### src/rtl/button_conditioner.sv
// Five-channel push-button conditioner: synchronise, debounce, and turn each
// press into a single-cycle pulse. Direction channels auto-repeat while held.

// One button channel: 2-flop synchroniser, debounce counter, pulse logic.
module button_lane #(
  parameter int unsigned DB_CYCLES     = 1000000,
  parameter int unsigned REPEAT_DELAY  = 50000000,
  parameter int unsigned REPEAT_PERIOD = 10000000,
  parameter int unsigned CNT_W         = 32,
  parameter bit          REPEAT_EN     = 1'b1
) (
  input  logic clk,
  input  logic rst,
  input  logic raw_i,
  output logic level_o,
  output logic pulse_o
);
  localparam logic [CNT_W-1:0] DB_LAST = CNT_W'(DB_CYCLES - 1);

  logic [1:0]       sync_q;
  logic [CNT_W-1:0] db_cnt_q, db_cnt_d;
  logic             stable_q, stable_d;
  logic             pulse_q;
  logic             rise;

  // Two-stage synchroniser; sync_q[1] is the metastability-safe copy.
  always_ff @(posedge clk or posedge rst) begin
    if (rst) sync_q <= 2'b00;
    else     sync_q <= {sync_q[0], raw_i};
  end

  // Stable level flips only after DB_CYCLES consecutive disagreeing samples.
  always_comb begin
    stable_d = stable_q;
    db_cnt_d = '0;
    if (sync_q[1] != stable_q) begin
      if (db_cnt_q == DB_LAST) stable_d = sync_q[1];
      else                     db_cnt_d = db_cnt_q + CNT_W'(1);
    end
  end

  // Debounce state registers.
  always_ff @(posedge clk or posedge rst) begin
    if (rst) begin
      db_cnt_q <= '0;
      stable_q <= 1'b0;
    end else begin
      db_cnt_q <= db_cnt_d;
      stable_q <= stable_d;
    end
  end

  // Rise is taken from the next-state so the pulse lands with the level edge.
  assign rise = stable_d & ~stable_q;

  generate
    if (REPEAT_EN) begin : g_rep
      typedef enum logic [1:0] {S_IDLE, S_DELAY, S_REPEAT} state_e;
      localparam logic [CNT_W-1:0] RD_LAST = CNT_W'(REPEAT_DELAY - 1);
      localparam logic [CNT_W-1:0] RP_LAST = CNT_W'(REPEAT_PERIOD - 1);
      state_e           state_q;
      logic [CNT_W-1:0] timer_q;

      // Press/delay/repeat FSM. DB_CYCLES >= 2 guarantees the FSM has left
      // DELAY/REPEAT before the next debounced rise can appear.
      always_ff @(posedge clk or posedge rst) begin
        if (rst) begin
          state_q <= S_IDLE;
          timer_q <= '0;
          pulse_q <= 1'b0;
        end else begin
          pulse_q <= 1'b0;
          case (state_q)
            S_IDLE: begin
              if (rise) begin
                pulse_q <= 1'b1;
                timer_q <= '0;
                state_q <= S_DELAY;
              end
            end
            S_DELAY: begin
              if (!stable_q) begin
                timer_q <= '0;
                state_q <= S_IDLE;
              end else if (timer_q == RD_LAST) begin
                pulse_q <= 1'b1;
                timer_q <= '0;
                state_q <= S_REPEAT;
              end else begin
                timer_q <= timer_q + CNT_W'(1);
              end
            end
            S_REPEAT: begin
              if (!stable_q) begin
                timer_q <= '0;
                state_q <= S_IDLE;
              end else if (timer_q == RP_LAST) begin
                pulse_q <= 1'b1;
                timer_q <= '0;
              end else begin
                timer_q <= timer_q + CNT_W'(1);
              end
            end
            default: begin
              timer_q <= '0;
              state_q <= S_IDLE;
            end
          endcase
        end
      end
    end else begin : g_norep
      // Non-repeating channel: one pulse per debounced rise.
      always_ff @(posedge clk or posedge rst) begin
        if (rst) pulse_q <= 1'b0;
        else     pulse_q <= rise;
      end
    end
  endgenerate

  assign level_o = stable_q;
  assign pulse_o = pulse_q;
endmodule

// Top: bit order {enter,right,left,down,up}; enter (bit 4) never repeats.
module button_conditioner #(
  parameter int unsigned DB_CYCLES     = 1000000,
  parameter int unsigned REPEAT_DELAY  = 50000000,
  parameter int unsigned REPEAT_PERIOD = 10000000,
  parameter int unsigned CNT_W         = 32
) (
  input  logic       clk,
  input  logic       rst,
  input  logic       up,
  input  logic       down,
  input  logic       left,
  input  logic       right,
  input  logic       enter,
  output logic [4:0] btn_level,
  output logic [4:0] btn_pulse
);
  localparam int NUM_LANES = 5;

  logic [NUM_LANES-1:0] raw;
  assign raw = {enter, right, left, down, up};

  generate
    for (genvar g = 0; g < NUM_LANES; g++) begin : g_lane
      button_lane #(
        .DB_CYCLES    (DB_CYCLES),
        .REPEAT_DELAY (REPEAT_DELAY),
        .REPEAT_PERIOD(REPEAT_PERIOD),
        .CNT_W        (CNT_W),
        .REPEAT_EN    (g < NUM_LANES - 1)
      ) u_lane (
        .clk    (clk),
        .rst    (rst),
        .raw_i  (raw[g]),
        .level_o(btn_level[g]),
        .pulse_o(btn_pulse[g])
      );
    end
  endgenerate
endmodule

### config.mk
export PLATFORM = sky130hd
export DESIGN_NAME = button_conditioner
export DESIGN_NICKNAME = d
export VERILOG_FILES = /design/src/rtl/button_conditioner.sv
export SDC_FILE = /design/constraint.sdc
export NUM_CORES = 1
export LEC_CHECK = 0
export ABC_AREA = 1
export BUFFER_PORTS_ARGS = -buffer_cell sky130_fd_sc_hd__buf_2
export CAP_MARGIN = 10
export CORE_MARGIN = 4
export CORE_UTILIZATION = 30
export DETAILED_ROUTE_END_ITERATION = 16
export GPL_ROUTABILITY_DRIVEN = 0
export HOLD_SLACK_MARGIN = 0.15
export PLACE_DENSITY = 0.41
export SLEW_MARGIN = 20
export SYNTH_ARGS = -nofsm -noshare
export SYNTH_HDL_FRONTEND = slang
export SYNTH_SLANG_ARGS = --single-unit
export TNS_END_PERCENT = 1
### constraint.sdc
create_clock -name clk -period 20.2 [get_ports clk]
set_clock_uncertainty 0.2 [all_clocks]
set_input_delay 3.03 -clock clk [delete_from_list [all_inputs] [get_ports clk]]
set_output_delay 3.03 -clock clk [all_outputs]
set_load 0.005 [all_outputs]
; Yosys cells after proc, flatten, opt, wreduce, memory -nomap -nowiden
; Cells that the tools add are included.
[classes]
n_mux = 88
reduce_logical = 8
n_shift = 0
n_bitwise = 10
eq_ne = 38
div = 0
n_lt_le_gt_ge = 0
addsub = 9
multipliers = 0
[op_table]
columns = cell, count
row1 = $mux 32, 30
row2 = $pmux 32 s3, 4
row3 = $add 32x1->32 const B, 9
row4 = $eq 32x20->1 const B, 5
row5 = $eq 32x24->1 const B, 4
row6 = $eq 32x26->1 const B, 4
row7 = $mux 2, 16
row8 = $mux 1, 30
row9 = $pmux 2 s3, 4
row10 = $ne 3x3->1 const B, 4
row11 = $pmux 1 s3, 4
row12 = $reduce_and 3->1, 4
row13 = $eq 2x1->1 const B, 4
row14 = $eq 2x2->1 const B, 4
row15 = $logic_not 2->1, 4
row16 = $ne 2x1->1 const B, 4
row17 = $ne 2x2->1 const B, 4
row18 = $and 1x1->1, 5
row19 = $ne 1x1->1, 5
row20 = $not 1->1, 5
[totals]
rom_bits = 0
elab_cells = 181
register_bits = 316
latch_bits = 0
mem_bits_rw = 0
output_inout_bits = 10
mem_count = 0
in_bits = 7

; Longest topological paths before layout
; Gate-level depths: netlist of run 1.
[depth]
ltp_word = 6
depth_mapped = 13
mapped_depth_nobuf = 13

; Hierarchy
; A second synthesis of run 1 with hierarchy kept.
[unflattened]
hier_cells = 3322
hier_area_um2 = 21763.4
[by_module_without_submodules]
columns = mod, area_per_inst_um2, cells_each, instances, seq_area_each_um2
row1 = button_lane at g_lane[0].u_lane ..., 4894.7, 749, 4, 1751.7
row2 = button_lane at g_lane[4].u_lane, 2184.6, 326, 1, 900.9

; Worst setup path after synthesis of run 1
; No wires, ideal clock.
[synth_timing]
path_kind = register to output
start = register g_lane[4].u_lane.stable_q
end = output port btn_level[4]
setup_slack_ns = 16.446
n_path_buf = 1
stages_incl_launch_ff = 2
t_arrival_ns = 0.524
t_required_ns = 16.970
path_cell_list = dfrtp_1 buf_4
[synth_lines]
columns = item, line_no
row1 = "start, declared", 22  ; logic stable_q, stable_d;
row2 = "start signal, assigned", 49  ; stable_q <= stable_d;
row3 = "end, declared", 138  ; output logic [4:0] btn_level,
; No word-level cell between the ends.

; Worst setup path in the final report of run 1
[layout_timing]
start = register g_lane[2].u_lane.stable_q
end = output port btn_level[2]
[layout_lines]
columns = item, line_no
row1 = "start, declared", 22
row2 = "start signal, assigned", 49
; No word-level cell between the ends.

==> impl_metrics.env, run 1 <==
export IMPL_grt_usage=0.151
export IMPL_drc=0
export IMPL_synthArstFlopShare=1.00
export IMPL_antenna_found_initial=0
export IMPL_cp_startpoint="g_lane[2].u_lane.level_o$_DFF_PP0_"
export IMPL_place_port_buffers=16
export IMPL_vias_per_cell=4.68
export IMPL_crit_family="flip-flops"
export IMPL_postLayoutSetupSlackWorst_ns=15.35
export IMPL_n_antenna_cell=0
export IMPL_cts_tree="built"
export IMPL_seqCellArea_sq_um=7910
export IMPL_critPathCaptureType="primary output"
export IMPL_finalCriticalPeriod_ns=4.85
export IMPL_finalSetupViolations=0
export IMPL_grt_pass1_wl_um=93800
export IMPL_crit_type="reg -> out"
export IMPL_grt_pass1_vias=18409
export IMPL_wl_met3_um=2100
export IMPL_tns_ns=0
export IMPL_power_density_nw_per_um2=63.8
export IMPL_dp_hpwl_um=39700
export IMPL_synth_main_ff_cell="dfrtp_1"
export IMPL_p_leak_nw=10.4
export IMPL_clock_sinks=316
export IMPL_dp_worst_setup_slack_ns=14.99
export IMPL_final_area_sq_um=22900
export IMPL_ir_drop_v=0.0000457
export IMPL_cp_arrival_ns=1.62
export IMPL_grt_max_degree=121
export IMPL_synth_top_area_share=0.385
export IMPL_rsz0062_at_grt="false"
export IMPL_slew_limit_headroom=0.299
export IMPL_netSwitchingFraction=0.221
export IMPL_drv_cap=0
export IMPL_regToRegEndpoint="g_lane[0].u_lane.g_rep.timer_q[12]$_DFFE_PP0P_"
export IMPL_hold_ws_ns=0.148
export IMPL_die_y_um=270
export IMPL_ys_warn_count=0
export IMPL_place_area_sq_um=21400
export IMPL_num_rows=95
export IMPL_synth_seq_cells=316
export IMPL_top_layer_used="met4"
export IMPL_synth_area_leader_cell="dfrtp_1"
export IMPL_instances_no_fill=3982
export IMPL_clk_pin_slew_ns=0.06
export IMPL_cts_root_buf="clkbuf_16"
export IMPL_avgRoutedWirePerCell_um=13.8
export IMPL_cp_depth=1
export IMPL_io_pins=17
export IMPL_critPathMaxStageDelay_ns=0.81
export IMPL_multi_input_area_sq_um=10700
export IMPL_power_total_mw=1.46
export IMPL_placedCellCount=3904
export IMPL_wl_met2_um=25000
export IMPL_nets=3108
export IMPL_cts_resized=0
export IMPL_p_int_mw=1.14
export IMPL_postSynthNetCount=3111
export IMPL_synthTopCellsByArea="dfrtp_1, nand2_1, nor2_1, inv_1, nand3_1"
export IMPL_drt_pass1_iter_count=5
export IMPL_crit_path_top_delay_cell="dfrtp_1"
export IMPL_drive_gt1_frac=0.0463
export IMPL_fill_cells=7353
export IMPL_ctsHoldBuffers=0
export IMPL_synth_distinct_cells=42
export IMPL_ant_nets=0
export IMPL_worstSetupEndpoint="btn_level[2]"
export IMPL_area_growth_pct=11.2
export IMPL_syn_cell_area_sq_um=20600
export IMPL_max_freq_mhz=206
export IMPL_cts_max_level=2
export IMPL_postSynthAreaPerCell_sq_um=6.68
export IMPL_worstPathRequired_ns=16.97
export IMPL_post_route_util=0.339
export IMPL_status="finished, final reports clean"
export IMPL_grt_ovfl_total=0
export IMPL_fp_coreArea_sq_um=67500
export IMPL_worst_pin_slew_ns=1.05
export IMPL_rr_worst_depth=10
export IMPL_crit_chain="buf_2"
export IMPL_drtIter0Drc=1101
export IMPL_slew_viol_final=0
export IMPL_vias=18653
export IMPL_finalCritPeriodShare=0.240
export IMPL_cts_buffers=42
export IMPL_cts_path_max_buffers=3
export IMPL_routedLengthMet1_um=26500
export IMPL_p_seq_frac=0.439
export IMPL_synth_seq_area_share=0.385
export IMPL_cts_setup_buffers=0
export IMPL_synth_cells=3078
export IMPL_crit_path_max_fanout=22
export IMPL_power_frac_clock=0.543
export IMPL_hold_viol=0
export IMPL_synth_edf_count=0
export IMPL_path_buf_inv=1
export IMPL_wl_um=54800
export IMPL_worstReg2RegStart="g_lane[0].u_lane.db_cnt_q[0]$_DFF_PP0_"
export IMPL_start_util=0.305
export IMPL_p_switching_uw=323
export IMPL_r2r_slack_ns=17.04
export IMPL_pwr_share_comb=0.018
export IMPL_startpoint_type="register"
export IMPL_dieArea_sq_um=72800
export IMPL_holdCritPathClass="reg -> reg"
export IMPL_worstSkewPairLatency_ns=0.57
export IMPL_die_w_um=270
-- cells by family after synthesis --
| family | after synthesis | share of synthesized area |
|---|---|---|
| buffers and inverters | 486 | 0.0986 |
| XOR/XNOR | 124 | 0.0528 |
| flip-flops | 316 | 0.385 |
| AO/OA/AOI/OAI | 93 | 0.0257 |
| AND/OR/NAND/NOR | 2033 | 0.422 |
| adder cells (fa/ha/maj) | 26 | 0.0158 |
-- layout make-up --
type | instances | share of cell area
Multi-Input combinational cell | 2276 | 0.466
Sequential cell | 316 | 0.346
Inverter | 412 | 0.0680
Clock buffer | 58 | 0.0545
Tap cell | 873 | 0.0478
Clock inverter | 20 | 0.0102
Timing Repair Buffer | 27 | 0.00728
-- layer usage --
layer  GRT usage  up-vias
li1            -     9662
met1       0.207     8644
met2       0.251      269
met3      0.0213       78
met4      0.0407        0
met5           0        -
-- synth_stat cells (14+ instances only) --
cell type / n
nor3b_1: 14
a21oi_1: 37
nand2_1: 846
nor3_1: 137
dfrtp_1: 316
buf_2: 19
buf_6: 14
o21ai_0: 41
buf_4: 19
nor2_1: 596
ha_1: 26
inv_1: 406
nand3_1: 277
xnor2_1: 24
nand4_1: 112
xor2_1: 100
clkbuf_1: 19
-- state kept, by name, summed over array words and instances, names as in the netlist --
name                         count
g_lane.u_lane.db_cnt_q         160
g_lane.u_lane.g_rep.timer_q    128
g_lane.u_lane.sync_q            10
g_lane.u_lane.g_rep.state_q      8
g_lane.u_lane.level_o            5
g_lane.u_lane.pulse_o            5
-- worst min path at each step --
stage	startpoint	depth (start not counted)	to	slack, ns
after floorplan	g_lane[0].u_lane.sync_q[0]$_DFF_PP0_	0	g_lane[0].u_lane.sync_q[1]$_DFF_PP0_	0.13
after global placement	g_lane[3].u_lane.sync_q[0]$_DFF_PP0_	0	g_lane[3].u_lane.sync_q[1]$_DFF_PP0_	0.14
after detailed placement	g_lane[4].u_lane.sync_q[0]$_DFF_PP0_	0	g_lane[4].u_lane.sync_q[1]$_DFF_PP0_	0.14
after CTS	g_lane[4].u_lane.sync_q[0]$_DFF_PP0_	0	g_lane[4].u_lane.sync_q[1]$_DFF_PP0_	0.15
after global routing	g_lane[3].u_lane.sync_q[0]$_DFF_PP0_	0	g_lane[3].u_lane.sync_q[1]$_DFF_PP0_	0.15
final	g_lane[4].u_lane.sync_q[0]$_DFF_PP0_	0	g_lane[4].u_lane.sync_q[1]$_DFF_PP0_	0.15
-- power by group through the flow --
stage               registers [mW]  clock network, mW  logic (mW)
floorplan                    0.651                  0      0.0185
global placement             0.651                  0      0.0286
detailed placement           0.652                  0      0.0289
CTS                          0.640              0.830      0.0289
global route                 0.640              0.853      0.0321
finish                       0.640              0.792      0.0267
-- placed cells by master (no fill, tap or decap), types with 3 or more instances in the layout --
master / n
nor3_2: 5
nor2_4: 3
dfrtp_1: 316
clkbuf_8: 7
nor3b_1: 14
xnor2_1: 21
bufinv_16: 5
nand4_1: 112
a21oi_1: 37
clkinv_2: 12
nand3_2: 5
nor3_1: 137
buf_4: 10
inv_1: 405
nand3b_1: 9
xor2_1: 100
or2_2: 3
ha_1: 26
o211ai_1: 3
clkbuf_16: 45
clkbuf_1: 6
nor2_2: 9
o21ai_0: 41
and2_1: 3
inv_2: 5
nand2_1: 846
nor4_1: 4
nand3_1: 277
a21oi_4: 3
buf_2: 16
nor2_1: 595
nand2_2: 6
(Power assumes the default switching activity.)
==> inputs of run 2 (changes only) <==
ABC_AREA = 0   (was 1)
PLACE_DENSITY = 0.42   (was 0.41)
clock period = 4.4 ns   (was 20.2 ns; I/O delays follow)
==> impl_metrics.env, run 2 <==
export IMPL_synth_main_ff_cell="dfrtp_1"
export IMPL_crit_type="reg -> reg"
export IMPL_path_buf_inv=1
export IMPL_clk_pin_slew_ns=0.06
export IMPL_worstSkewPairLatency_ns=0.55
export IMPL_cts_root_buf="clkbuf_16"
export IMPL_dp_hpwl_um=25600
export IMPL_synth_cells=1818
export IMPL_slew_limit_headroom=0.262
export IMPL_finalCriticalPeriod_ns=3.31
export IMPL_p_leak_nw=8.15
export IMPL_netSwitchingFraction=0.218
export IMPL_syn_cell_area_sq_um=16900
export IMPL_drive_gt1_frac=0.0780
export IMPL_area_growth_pct=14.2
export IMPL_io_pins=17
export IMPL_ir_drop_v=0.000263
export IMPL_pwr_share_comb=0.019
export IMPL_synth_seq_cells=316
export IMPL_synth_seq_area_share=0.468
export IMPL_synth_area_leader_cell="dfrtp_1"
export IMPL_grt_usage=0.135
export IMPL_ys_warn_count=0
export IMPL_drt_pass1_iter_count=4
export IMPL_max_freq_mhz=302
export IMPL_grt_pass1_vias=13110
export IMPL_cts_tree="built"
export IMPL_slew_viol_final=0
export IMPL_postSynthAreaPerCell_sq_um=9.29
export IMPL_die_y_um=245
export IMPL_worst_pin_slew_ns=1.10
export IMPL_ant_nets=0
export IMPL_wl_um=40000
export IMPL_drtIter0Drc=772
export IMPL_cts_buffers=43
export IMPL_critPathCaptureType="register"
export IMPL_postLayoutSetupSlackWorst_ns=1.09
export IMPL_vias=13209
export IMPL_holdCritPathClass="reg -> reg"
export IMPL_reg_largest_list="g_lane.u_lane.db_cnt_q (160), g_lane.u_lane.g_rep.timer_q (128), g_lane.u_lane.sync_q (10)"
export IMPL_synthArstFlopShare=1.00
export IMPL_dieArea_sq_um=60200
export IMPL_final_area_sq_um=19300
export IMPL_synthTopCellsByCount="dfrtp_1, nor2_1, nand2_1"
export IMPL_regMostFlops="g_lane.u_lane.db_cnt_q"
export IMPL_crit_path_top_delay_cell="a211oi_4"
export IMPL_postSynthNetCount=1851
export IMPL_cts_max_level=2
export IMPL_nets=1874
export IMPL_status="finished, final reports clean"
export IMPL_power_frac_clock=0.528
export IMPL_power_density_nw_per_um2=336
export IMPL_synth_edf_count=0
export IMPL_fp_coreArea_sq_um=55400
export IMPL_antenna_found_initial=0
export IMPL_start_util=0.305
export IMPL_critPathMaxStageDelay_ns=0.66
export IMPL_hold_viol=0
export IMPL_n_antenna_cell=0
export IMPL_crit_path_max_fanout=14
export IMPL_synthMostInstantiatedCell="dfrtp_1"
export IMPL_startpoint_type="register"
export IMPL_final_cell_mix="dfrtp_1, nor2_1, nand2_1, nand3_1, xor2_1"
export IMPL_drc=0
export IMPL_rsz0062_at_grt="false"
export IMPL_cp_arrival_ns=3.59
export IMPL_synthTopCellsByArea="dfrtp_1, nor2_1, xor2_1, nand3_1, a22o_1"
export IMPL_num_rows=86
export IMPL_drv_cap=0
export IMPL_cts_path_max_buffers=3
export IMPL_place_port_buffers=16
export IMPL_p_switching_mw=1.42
export IMPL_crit_family="compound AO/OA/AOI/OAI gates"
export IMPL_cts_setup_buffers=0
export IMPL_clock_sinks=316
export IMPL_finalSetupViolations=0
export IMPL_synth_distinct_cells=72
export IMPL_layout_commonest_cell="dfrtp_1"
export IMPL_synth_top_area_share=0.468
export IMPL_p_seq_frac=0.453
export IMPL_finalCritPeriodShare=0.753
export IMPL_grt_pass1_wl_um=68400
export IMPL_worstPathRequired_ns=4.68
export IMPL_dp_worst_setup_slack_ns=1.08
export IMPL_grt_max_degree=108
export IMPL_die_w_um=245
export IMPL_largest_reg_flops=160
export IMPL_p_int_mw=5.07
export IMPL_vias_per_cell=5.04
export IMPL_place_area_sq_um=17800
export IMPL_crit_chain="or4b_1 > or4_1 > o41a_1 > a211oi_4 > buf_4 > a22o_1"
export IMPL_grt_ovfl_total=0
export IMPL_avgRoutedWirePerCell_um=15.3
[run 2: cell types whose count changed in the layout (fill, tap and decap cells not counted), moves of 37 or more]
cell and delta:
nand2_1 -708, inv_1 -373, nor2_1 -307, nand3_1 -145, nor3_1 -94, a22o_1 +72, a21o_1 +58, and3_1 +58
xnor2_1 +37
[run 2: timing repair]
item,4_1_cts,5_1_grt
endpoints found under the hold margin,25,0
gates resized for setup,0,0
setup endpoints to repair,0,0
hold buffers,6,0
[run 2: path summary, 6_finish.rpt]
kind                                                    startpoint  cells past startpoint                                              to  slack, ns
setup reg to reg           g_lane[1].u_lane.db_cnt_q[12]$_DFF_PP0_                      6  g_lane[1].u_lane.g_rep.timer_q[11]$_DFFE_PP0P_       1.09
max in group asynchronous                                      rst                      4          g_lane[1].u_lane.db_cnt_q[2]$_DFF_PP0_       2.46
setup / recovery           g_lane[1].u_lane.db_cnt_q[12]$_DFF_PP0_                      6  g_lane[1].u_lane.g_rep.timer_q[11]$_DFFE_PP0P_       1.09
hold / removal                g_lane[2].u_lane.sync_q[0]$_DFF_PP0_                      0            g_lane[2].u_lane.sync_q[1]$_DFF_PP0_       0.15
hold reg to reg               g_lane[2].u_lane.sync_q[0]$_DFF_PP0_                      0            g_lane[2].u_lane.sync_q[1]$_DFF_PP0_       0.15
min in group asynchronous                                      rst                      3  g_lane[2].u_lane.g_rep.timer_q[16]$_DFFE_PP0P_       0.54
[run 2: final cells by class]
class,instances,area (sq um)
Clock buffer,66,1330
Clock inverter,9,73.8
Fill cell,5636,36100
Inverter,33,128
Multi-Input combinational cell,1403,8560
Sequential cell,316,7910
Tap cell,748,936
Timing Repair Buffer,44,355
[run 2: cells by family after synthesis]
kind of cell,share of synthesized area
AOI/OAI and AO/OA,0.125
muxes,0.00748
adders and majority gates,0.0193
xor gates and xnor gates,0.0762
buffers and inverters,0.0263
and+or+nand+nor,0.278
DFF,0.468
[run 2: power by group through the flow]
stage	clock network [mW]	registers, mW	logic (mW)
floorplan	0	2.99	0.0807
global placement	0	2.99	0.125
detailed placement	0	2.99	0.125
CTS	3.58	2.94	0.129
global route	3.69	2.94	0.144
finish	3.43	2.94	0.120
[run 2: routing by layer]
metal | up-vias | share of wire | global-route usage
met4 | 0 | 0.022 | 0.0408
met1 | 6408 | 0.50 | 0.190
met2 | 130 | 0.45 | 0.213
met5 | - | 0 | 0
met3 | 57 | 0.032 | 0.0228
li1 | 6614 | - | -
[run 2: through the flow]
stage	hold slack, ns	TNS [ns]	total power [mW]	util	instances
3_5_place_dp	0.140	0	3.11	0.322	2538
3_3_place_gp	0.135	0	3.11	0.322	2538
5_1_grt	0.161	0	6.77	0.348	2619
4_1_cts	0.153	0	6.64	0.348	2619
2_1_floorplan	0.131	-211.99	3.07	-	1818
6_report	0.149	0	6.48	0.348	2619
